$ cat config.mk
export PLATFORM = sky130hd
export DESIGN_NAME = alu_core
export DESIGN_NICKNAME = d
export VERILOG_FILES = /design/src/rtl/alu_core.sv
export SDC_FILE = /design/constraint.sdc
export NUM_CORES = 1
export LEC_CHECK = 0
export CAP_MARGIN = 40
export CORE_ASPECT_RATIO = 0.75
export CORE_MARGIN = 8
export CORE_UTILIZATION = 55
export CTS_BUF_LIST = sky130_fd_sc_hd__clkbuf_4 sky130_fd_sc_hd__clkbuf_8
export CTS_CLUSTER_SIZE = 16
export DETAILED_ROUTE_END_ITERATION = 12
export PLACE_DENSITY = 0.91
export SLEW_MARGIN = 15
export SYNTH_ARGS = -nofsm -noshare
export SYNTH_HDL_FRONTEND = slang
export SYNTH_SLANG_ARGS = --single-unit
$ cat constraint.sdc
create_clock -name clk -period 0.8 [get_ports clk]
set_input_delay 0.2 -clock clk [delete_from_list [all_inputs] [get_ports clk]]
set_output_delay 0.2 -clock clk [all_outputs]
set_load 0.05 [all_outputs]
$ cat src/rtl/alu_core.sv
// -----------------------------------------------------------------------------
// alu_core -- integer ALU for the CPU execute stage.
//
// Computes a result word and an updated flag nibble from two operands, a
// 4-bit opcode and the incoming flags. By default the outputs are registered
// (1-cycle latency, one new operation every cycle, no handshake: every edge
// captures whatever is on the inputs).
//
// Optional build macro: ALU_COMB_OUT_EN
//   defined   -> output registers removed, outputs are a combinational function
//                of the current inputs; clk and rst_n are present but unused.
//   undefined -> registered outputs with asynchronous active-low reset.
//
// Ports:
//   clk        system clock, rising-edge active
//   rst_n      asynchronous active-low reset (clears out_data and out_flags)
//   in_a       operand A (value shifted/rotated by Lsl..Ror)
//   in_b       operand B (shift/rotate count; value for Rlc/Rrc/Not/Cpy)
//   in_oper    operation select (0..15)
//   in_flags   current flags: bit0 C, bit1 V, bit2 N, bit3 Z
//   out_data   result word
//   out_flags  updated flags, same layout as in_flags
// -----------------------------------------------------------------------------
module alu_core #(
    parameter int WIDTH = 8
) (
    input  logic             clk,
    input  logic             rst_n,
    input  logic [WIDTH-1:0] in_a,
    input  logic [WIDTH-1:0] in_b,
    input  logic [3:0]       in_oper,
    input  logic [3:0]       in_flags,
    output logic [WIDTH-1:0] out_data,
    output logic [3:0]       out_flags
);

    localparam logic [3:0] OP_ADD = 4'd0;
    localparam logic [3:0] OP_ADC = 4'd1;
    localparam logic [3:0] OP_SUB = 4'd2;
    localparam logic [3:0] OP_SBC = 4'd3;
    localparam logic [3:0] OP_AND = 4'd4;
    localparam logic [3:0] OP_ORR = 4'd5;
    localparam logic [3:0] OP_XOR = 4'd6;
    localparam logic [3:0] OP_LSL = 4'd7;
    localparam logic [3:0] OP_LSR = 4'd8;
    localparam logic [3:0] OP_ASR = 4'd9;
    localparam logic [3:0] OP_ROL = 4'd10;
    localparam logic [3:0] OP_ROR = 4'd11;
    localparam logic [3:0] OP_RLC = 4'd12;
    localparam logic [3:0] OP_RRC = 4'd13;
    localparam logic [3:0] OP_NOT = 4'd14;
    localparam logic [3:0] OP_CPY = 4'd15;

    localparam int             MSB  = WIDTH - 1;
    localparam logic [WIDTH-1:0] LP_W = WIDTH'(WIDTH);

    logic                 w_c_in;
    logic                 w_is_sub;
    logic                 w_cin;
    logic [WIDTH-1:0]     w_b_op;
    logic [WIDTH:0]       w_sum;
    logic                 w_ovf;
    logic                 w_cnt_zero;
    logic                 w_cnt_big;
    logic [WIDTH:0]       w_lsl_ext;
    logic [WIDTH:0]       w_lsr_ext;
    logic signed [WIDTH:0] w_asr_ext;
    logic [WIDTH-1:0]     w_rot_k;
    logic [WIDTH-1:0]     w_rol;
    logic [WIDTH-1:0]     w_ror;
    logic [WIDTH-1:0]     w_res;
    logic                 w_c;
    logic                 w_v;
    logic [3:0]           w_flags;
    logic                 w_unused_flags;

    assign w_c_in = in_flags[0];

    // Incoming Z and N never influence the result; they are always recomputed.
    assign w_unused_flags = &{1'b0, in_flags[3:2]};

    // Subtraction is a + ~b + cin so that C=1 means "no borrow".
    // Sbc: a - b - !C == a + ~b + C.
    assign w_is_sub = (in_oper == OP_SUB) || (in_oper == OP_SBC);
    assign w_b_op   = w_is_sub ? ~in_b : in_b;
    always_comb begin
        w_cin = 1'b0;
        case (in_oper)
            OP_ADC, OP_SBC: w_cin = w_c_in;
            OP_SUB:         w_cin = 1'b1;
            default:        w_cin = 1'b0;
        endcase
    end
    assign w_sum = {1'b0, in_a} + {1'b0, w_b_op} + {{WIDTH{1'b0}}, w_cin};
    // Overflow: both addends share a sign and the result sign differs.
    assign w_ovf = (in_a[MSB] == w_b_op[MSB]) && (w_sum[MSB] != in_a[MSB]);

    // Shifts use one extra bit to catch the last bit shifted out. Counts
    // above WIDTH are handled explicitly, so these only matter for 1..WIDTH.
    assign w_cnt_zero = (in_b == '0);
    assign w_cnt_big  = (in_b > LP_W);
    assign w_lsl_ext  = {1'b0, in_a} << in_b;
    assign w_lsr_ext  = {in_a, 1'b0} >> in_b;
    assign w_asr_ext  = $signed({in_a, 1'b0}) >>> in_b;

    // Rotates: shifting by WIDTH (when k=0) yields 0, so the OR returns a.
    assign w_rot_k = in_b % LP_W;
    assign w_rol   = (in_a << w_rot_k) | (in_a >> (LP_W - w_rot_k));
    assign w_ror   = (in_a >> w_rot_k) | (in_a << (LP_W - w_rot_k));

    always_comb begin
        w_res = in_a;
        w_c   = w_c_in;
        w_v   = in_flags[1];
        case (in_oper)
            OP_ADD, OP_ADC, OP_SUB, OP_SBC: begin
                w_res = w_sum[WIDTH-1:0];
                w_c   = w_sum[WIDTH];
                w_v   = w_ovf;
            end
            OP_AND: w_res = in_a & in_b;
            OP_ORR: w_res = in_a | in_b;
            OP_XOR: w_res = in_a ^ in_b;
            OP_LSL: begin
                if (w_cnt_big) begin
                    w_res = '0;
                    w_c   = 1'b0;
                end else if (!w_cnt_zero) begin
                    w_res = w_lsl_ext[WIDTH-1:0];
                    w_c   = w_lsl_ext[WIDTH];
                end
            end
            OP_LSR: begin
                if (w_cnt_big) begin
                    w_res = '0;
                    w_c   = 1'b0;
                end else if (!w_cnt_zero) begin
                    w_res = w_lsr_ext[WIDTH:1];
                    w_c   = w_lsr_ext[0];
                end
            end
            OP_ASR: begin
                if (w_cnt_big) begin
                    w_res = {WIDTH{in_a[MSB]}};
                    w_c   = in_a[MSB];
                end else if (!w_cnt_zero) begin
                    w_res = w_asr_ext[WIDTH:1];
                    w_c   = w_asr_ext[0];
                end
            end
            OP_ROL: w_res = w_rol;
            OP_ROR: w_res = w_ror;
            OP_RLC: begin
                w_res = {in_b[WIDTH-2:0], w_c_in};
                w_c   = in_b[MSB];
            end
            OP_RRC: begin
                w_res = {w_c_in, in_b[WIDTH-1:1]};
                w_c   = in_b[0];
            end
            OP_NOT: w_res = ~in_b;
            OP_CPY: w_res = in_b;
            default: w_res = in_a;
        endcase
    end

    assign w_flags = {(w_res == '0), w_res[MSB], w_v, w_c};

`ifdef ALU_COMB_OUT_EN
    logic w_unused_clk;
    assign w_unused_clk = clk ^ rst_n;
    assign out_data     = w_res;
    assign out_flags    = w_flags;
`else
    logic [WIDTH-1:0] r_data;
    logic [3:0]       r_flags;

    always_ff @(posedge clk or negedge rst_n) begin
        if (!rst_n) begin
            r_data  <= '0;
            r_flags <= 4'b0000;
        end else begin
            r_data  <= w_res;
            r_flags <= w_flags;
        end
    end

    assign out_data  = r_data;
    assign out_flags = r_flags;
`endif

endmodule

==> run metrics, run 1 <==
Hold-fix buffers, CTS 0; Post-CTS Setup Bufs 53; Rows 26; Starting Density 55.6%; pre-CTS setup slack -2630 ps; mapped cell area 3710 sq um; EDFF count, synth 0; Synth async-reset ratio 100%; Synth Flop Type dfrtp_1; Post-CTS Resized 218; share of the synthesized area in the top cell type 8.44%; die span in y 87.1 um; count leader, synth nand2_1; Run Error [ERROR DPL-0038] Utilization greater than 100%, impossible to legalize; CTS sink cnt 11; I/O pin total 38; Max Root-Sink Buffers 2; Yosys reg bits 11; Gate Count Post-Synth 522; syn avg cell area 7.10 sq um; status did not finish; CTS Buf Count 3; synth warn 0; H-Tree Depth 1; Die Width 111 um; DP HPWL 15300 um; GPL Wtd Cong 1.26; Post-synth top cells nand2_1, nor2_1, a21oi_1, clkbuf_1; PortBufs 35; Seq/Total Area, Yosys 7.42%; failing step 4_1_cts; Synth Net Count 575; root buffer cell clkbuf_8; ranking of synthesized cells by area ha_1, mux2i_1, dfrtp_1; cell taking the most area after synthesis ha_1; library cells used by synthesis 74
## cell families after synthesis
kind of cell | after synthesis | share of synthesized area (%)
adders and majority gates | 27 | 9.52
buffers and inverters | 72 | 7.83
AOI/OAI and AO/OA | 162 | 30.1
xor gates and xnor gates | 17 | 4.02
muxes | 49 | 16.3
and+or+nand+nor | 184 | 24.8
DFF | 11 | 7.42
## stage by stage
step                cells  instance area (sq um)
global placement      772                   5550
detailed placement    772                   5550
floorplan             522                   3980
==> run 2: changes to the inputs <==
==> config.mk (replaced) <==
export PLATFORM = sky130hd
export DESIGN_NAME = alu_core
export DESIGN_NICKNAME = d
export VERILOG_FILES = /design/src/rtl/alu_core.sv
export SDC_FILE = /design/constraint.sdc
export NUM_CORES = 1
export LEC_CHECK = 0
export CAP_MARGIN = 40
export CORE_MARGIN = 8
export CORE_UTILIZATION = 40
export DETAILED_ROUTE_END_ITERATION = 12
export PLACE_DENSITY_LB_ADDON = 0.15
export SLEW_MARGIN = 15
export SYNTH_ARGS = -nofsm -noshare
export SYNTH_HDL_FRONTEND = slang
export SYNTH_SLANG_ARGS = --single-unit
==> constraint.sdc (replaced) <==
create_clock -name clk -period 1 [get_ports clk]
set_input_delay 0.25 -clock clk [delete_from_list [all_inputs] [get_ports clk]]
set_output_delay 0.25 -clock clk [all_outputs]
set_load 0.05 [all_outputs]
==> run metrics, run 2 <==
status finished with violations (was did not finish); failing checks negative setup slack; Max transition margin 61.6%; final setup margin -1660 ps; share of the synthesized area in the top cell type 8.44% (unchanged); GPL Wtd Cong 1.03 (was 1.26); Hold-fix buffers, CTS 0 (unchanged); CTS tree built; commonest non-fill, non-tap cell in the layout buf_4; DP HPWL 15300 um (about the same); drt first pass iters 5; diode count 0; I/O pin total 38 (unchanged); max-slew violations 0; Arr. time, crit path 2800 ps; Starting Density 40.7% (was 55.6%); EDFF count, synth 0 (unchanged); CTS sink cnt 11 (unchanged); count leader, synth nand2_1 (unchanged); worst-margin pin slew 572 ps; drt wl/cell 24.8 um; cell taking the most area after synthesis ha_1 (unchanged); PortBufs 35 (unchanged); Worst VDD drop 0.486 mV; Rows 35 (was 26); GR Util All Layers 32.8%; layout cells sized above 1 54.1%; P per Cell Area 718 nW/um^2; post-route clock period utilization 266%; initial antenna violation count 0; max-cap viol count 0; CTS Buf Count 3 (unchanged); syn avg cell area 7.10 sq um (unchanged); Gate Count Post-Synth 522 (unchanged); die footprint 12600 sq um; ranking of synthesized cells by area ha_1, mux2i_1, dfrtp_1 (unchanged); Power Total 0.00502 W; final core utilization 76.7%; Max FO, Critical Path 6; crit path kind input port to flop; DRC Markers 0; Fmax 376 MHz; mapped cell area 3710 sq um (unchanged); total grt overflow 0; WP data required 1140 ps; worst hold-check path type input port to async pin; Leakage 3.05 nW; RSZ-0062 raised after global routing true; routed wire length 21500 um; minimum clock period 2660 ps; Critical path origin in_oper[2]; library cells used by synthesis 74 (unchanged); Antenna Nets Post-Route 0; Synth Net Count 575 (unchanged); Post-synth top cells nand2_1, nor2_1, a21oi_1, clkbuf_1 (unchanged); core area 9110 sq um; fin nets 810; Largest register FFs 7; first-pass GRT wire length 32400 um; die span in y 112 um (was 87.1 um); CP Launch Type input port; Via Count 5678; DR iter-0 viols 576; Synth async-reset ratio 100% (unchanged); Final Hold Violating Endpoints 0; root buffer cell clkbuf_8 (unchanged); highest-count cells in the layout ignoring fill and taps buf_4, nand2_1, buf_6; H-Tree Depth 1 (unchanged); CP endpoint kind flop; TNS Setup -13910 ps; vias in the first global route 5654; Die Width 112 um (was 111 um); vias per inst 6.55; Yosys reg bits 11 (unchanged); area grow syn2layout 88.4%; pin count of the biggest net entering global routing 22; Post-Layout Inst Area 6980 sq um; cell area after placement 5670 sq um (was 5550 sq um); Worst-path clk slew 50 ps; Max Root-Sink Buffers 2 (unchanged); Seq/Total Area, Yosys 7.42% (unchanged); synth warn 0 (unchanged); final setup fails 23; Synth Flop Type dfrtp_1 (unchanged)
==> run 2: cell counts after synthesis <==
Identical to the previous run, type by type.
==> run 2: where the power goes <==
part / switching, W / leakage [nW] / internal (W) / total (W)
Sequential: 0.0000584 / 0.132 / 0.000512 / 0.000571
Combinational: 0.00203 / 2.89 / 0.00198 / 0.00402
Clock: 0.000151 / 0.0228 / 0.000279 / 0.000429
Total: 0.00224 / 3.05 / 0.00278 / 0.00502
==> run 2: worst max-delay path by stage <==
stage / cells after the start / end
after floorplan: 15 / out_flags[3]
after global placement: 12 / out_flags[3]
after detailed placement: 12 / out_flags[3]
after CTS: 13 / out_flags[3]
after global routing: 14 / out_flags[3]
final: 14 / out_flags[3]
==> run 2: what timing repair did <==
action                     in CTS  in global routing
buffers inserted               51                  7
cloned                          4                  0
pin swaps                      74                 19
setup endpoints to repair      23                 23
gates resized for setup       245                 32
==> run 2: kinds of logic (layout without fill, tap and decap cells) <==
kind of cell / Yosys count / after routing / synth area share (%)
fa+ha+maj: 27 / 27 / 9.52
simple gates: 184 / 184 / 24.8
mux: 49 / 49 / 16.3
compound gates: 162 / 162 / 30.1
xor+xnor: 17 / 17 / 4.02
buf+inv: 72 / 306 / 7.83
flops: 11 / 11 / 7.42
==> run 2: worst max-delay path: stages <==
cell and delay (ps):
buf_6 100, nor2_4 100, and2_4 210, buf_6 130, buf_6 90, xnor2_2 60
ha_1 350, o2111ai_2 150, nand3_1 100, o211ai_1 120, xnor2_1 160, o32a_1 200
or4_1 540, nor4b_2 230
==> run 2: area by class of cell <==
type,instances,area [sq um]
fill,680,2120
inverter,20,105
sequential,11,277
tap,111,139
timing repair buffer,282,2630
clock buffer,4,45.0
multi-input combinational,439,3790
==> run 2: per-layer routing <==
| layer | share of wire [%] | track usage [%] | vias up |
|---|---|---|---|
| met5 | 0 | 0 | - |
| met4 | 7.4 | 19.5 | 0 |
| met3 | 11 | 6.66 | 116 |
| met2 | 44 | 52.1 | 400 |
| met1 | 38 | 40.0 | 2713 |
| li1 | - | - | 2449 |
==> run 2: stage by stage <==
| step | std cells | hold slack (ps) | worst slack, ps |
|---|---|---|---|
| finish | 867 | 310 | -1660 |
| global placement | 811 | 557 | -2390 |
| detailed placement | 811 | 557 | -2450 |
| floorplan | 522 | -45.6 | -2060 |
| CTS | 862 | 317 | -1630 |
| global route | 867 | 329 | -1770 |
(Power assumes the default switching activity.)
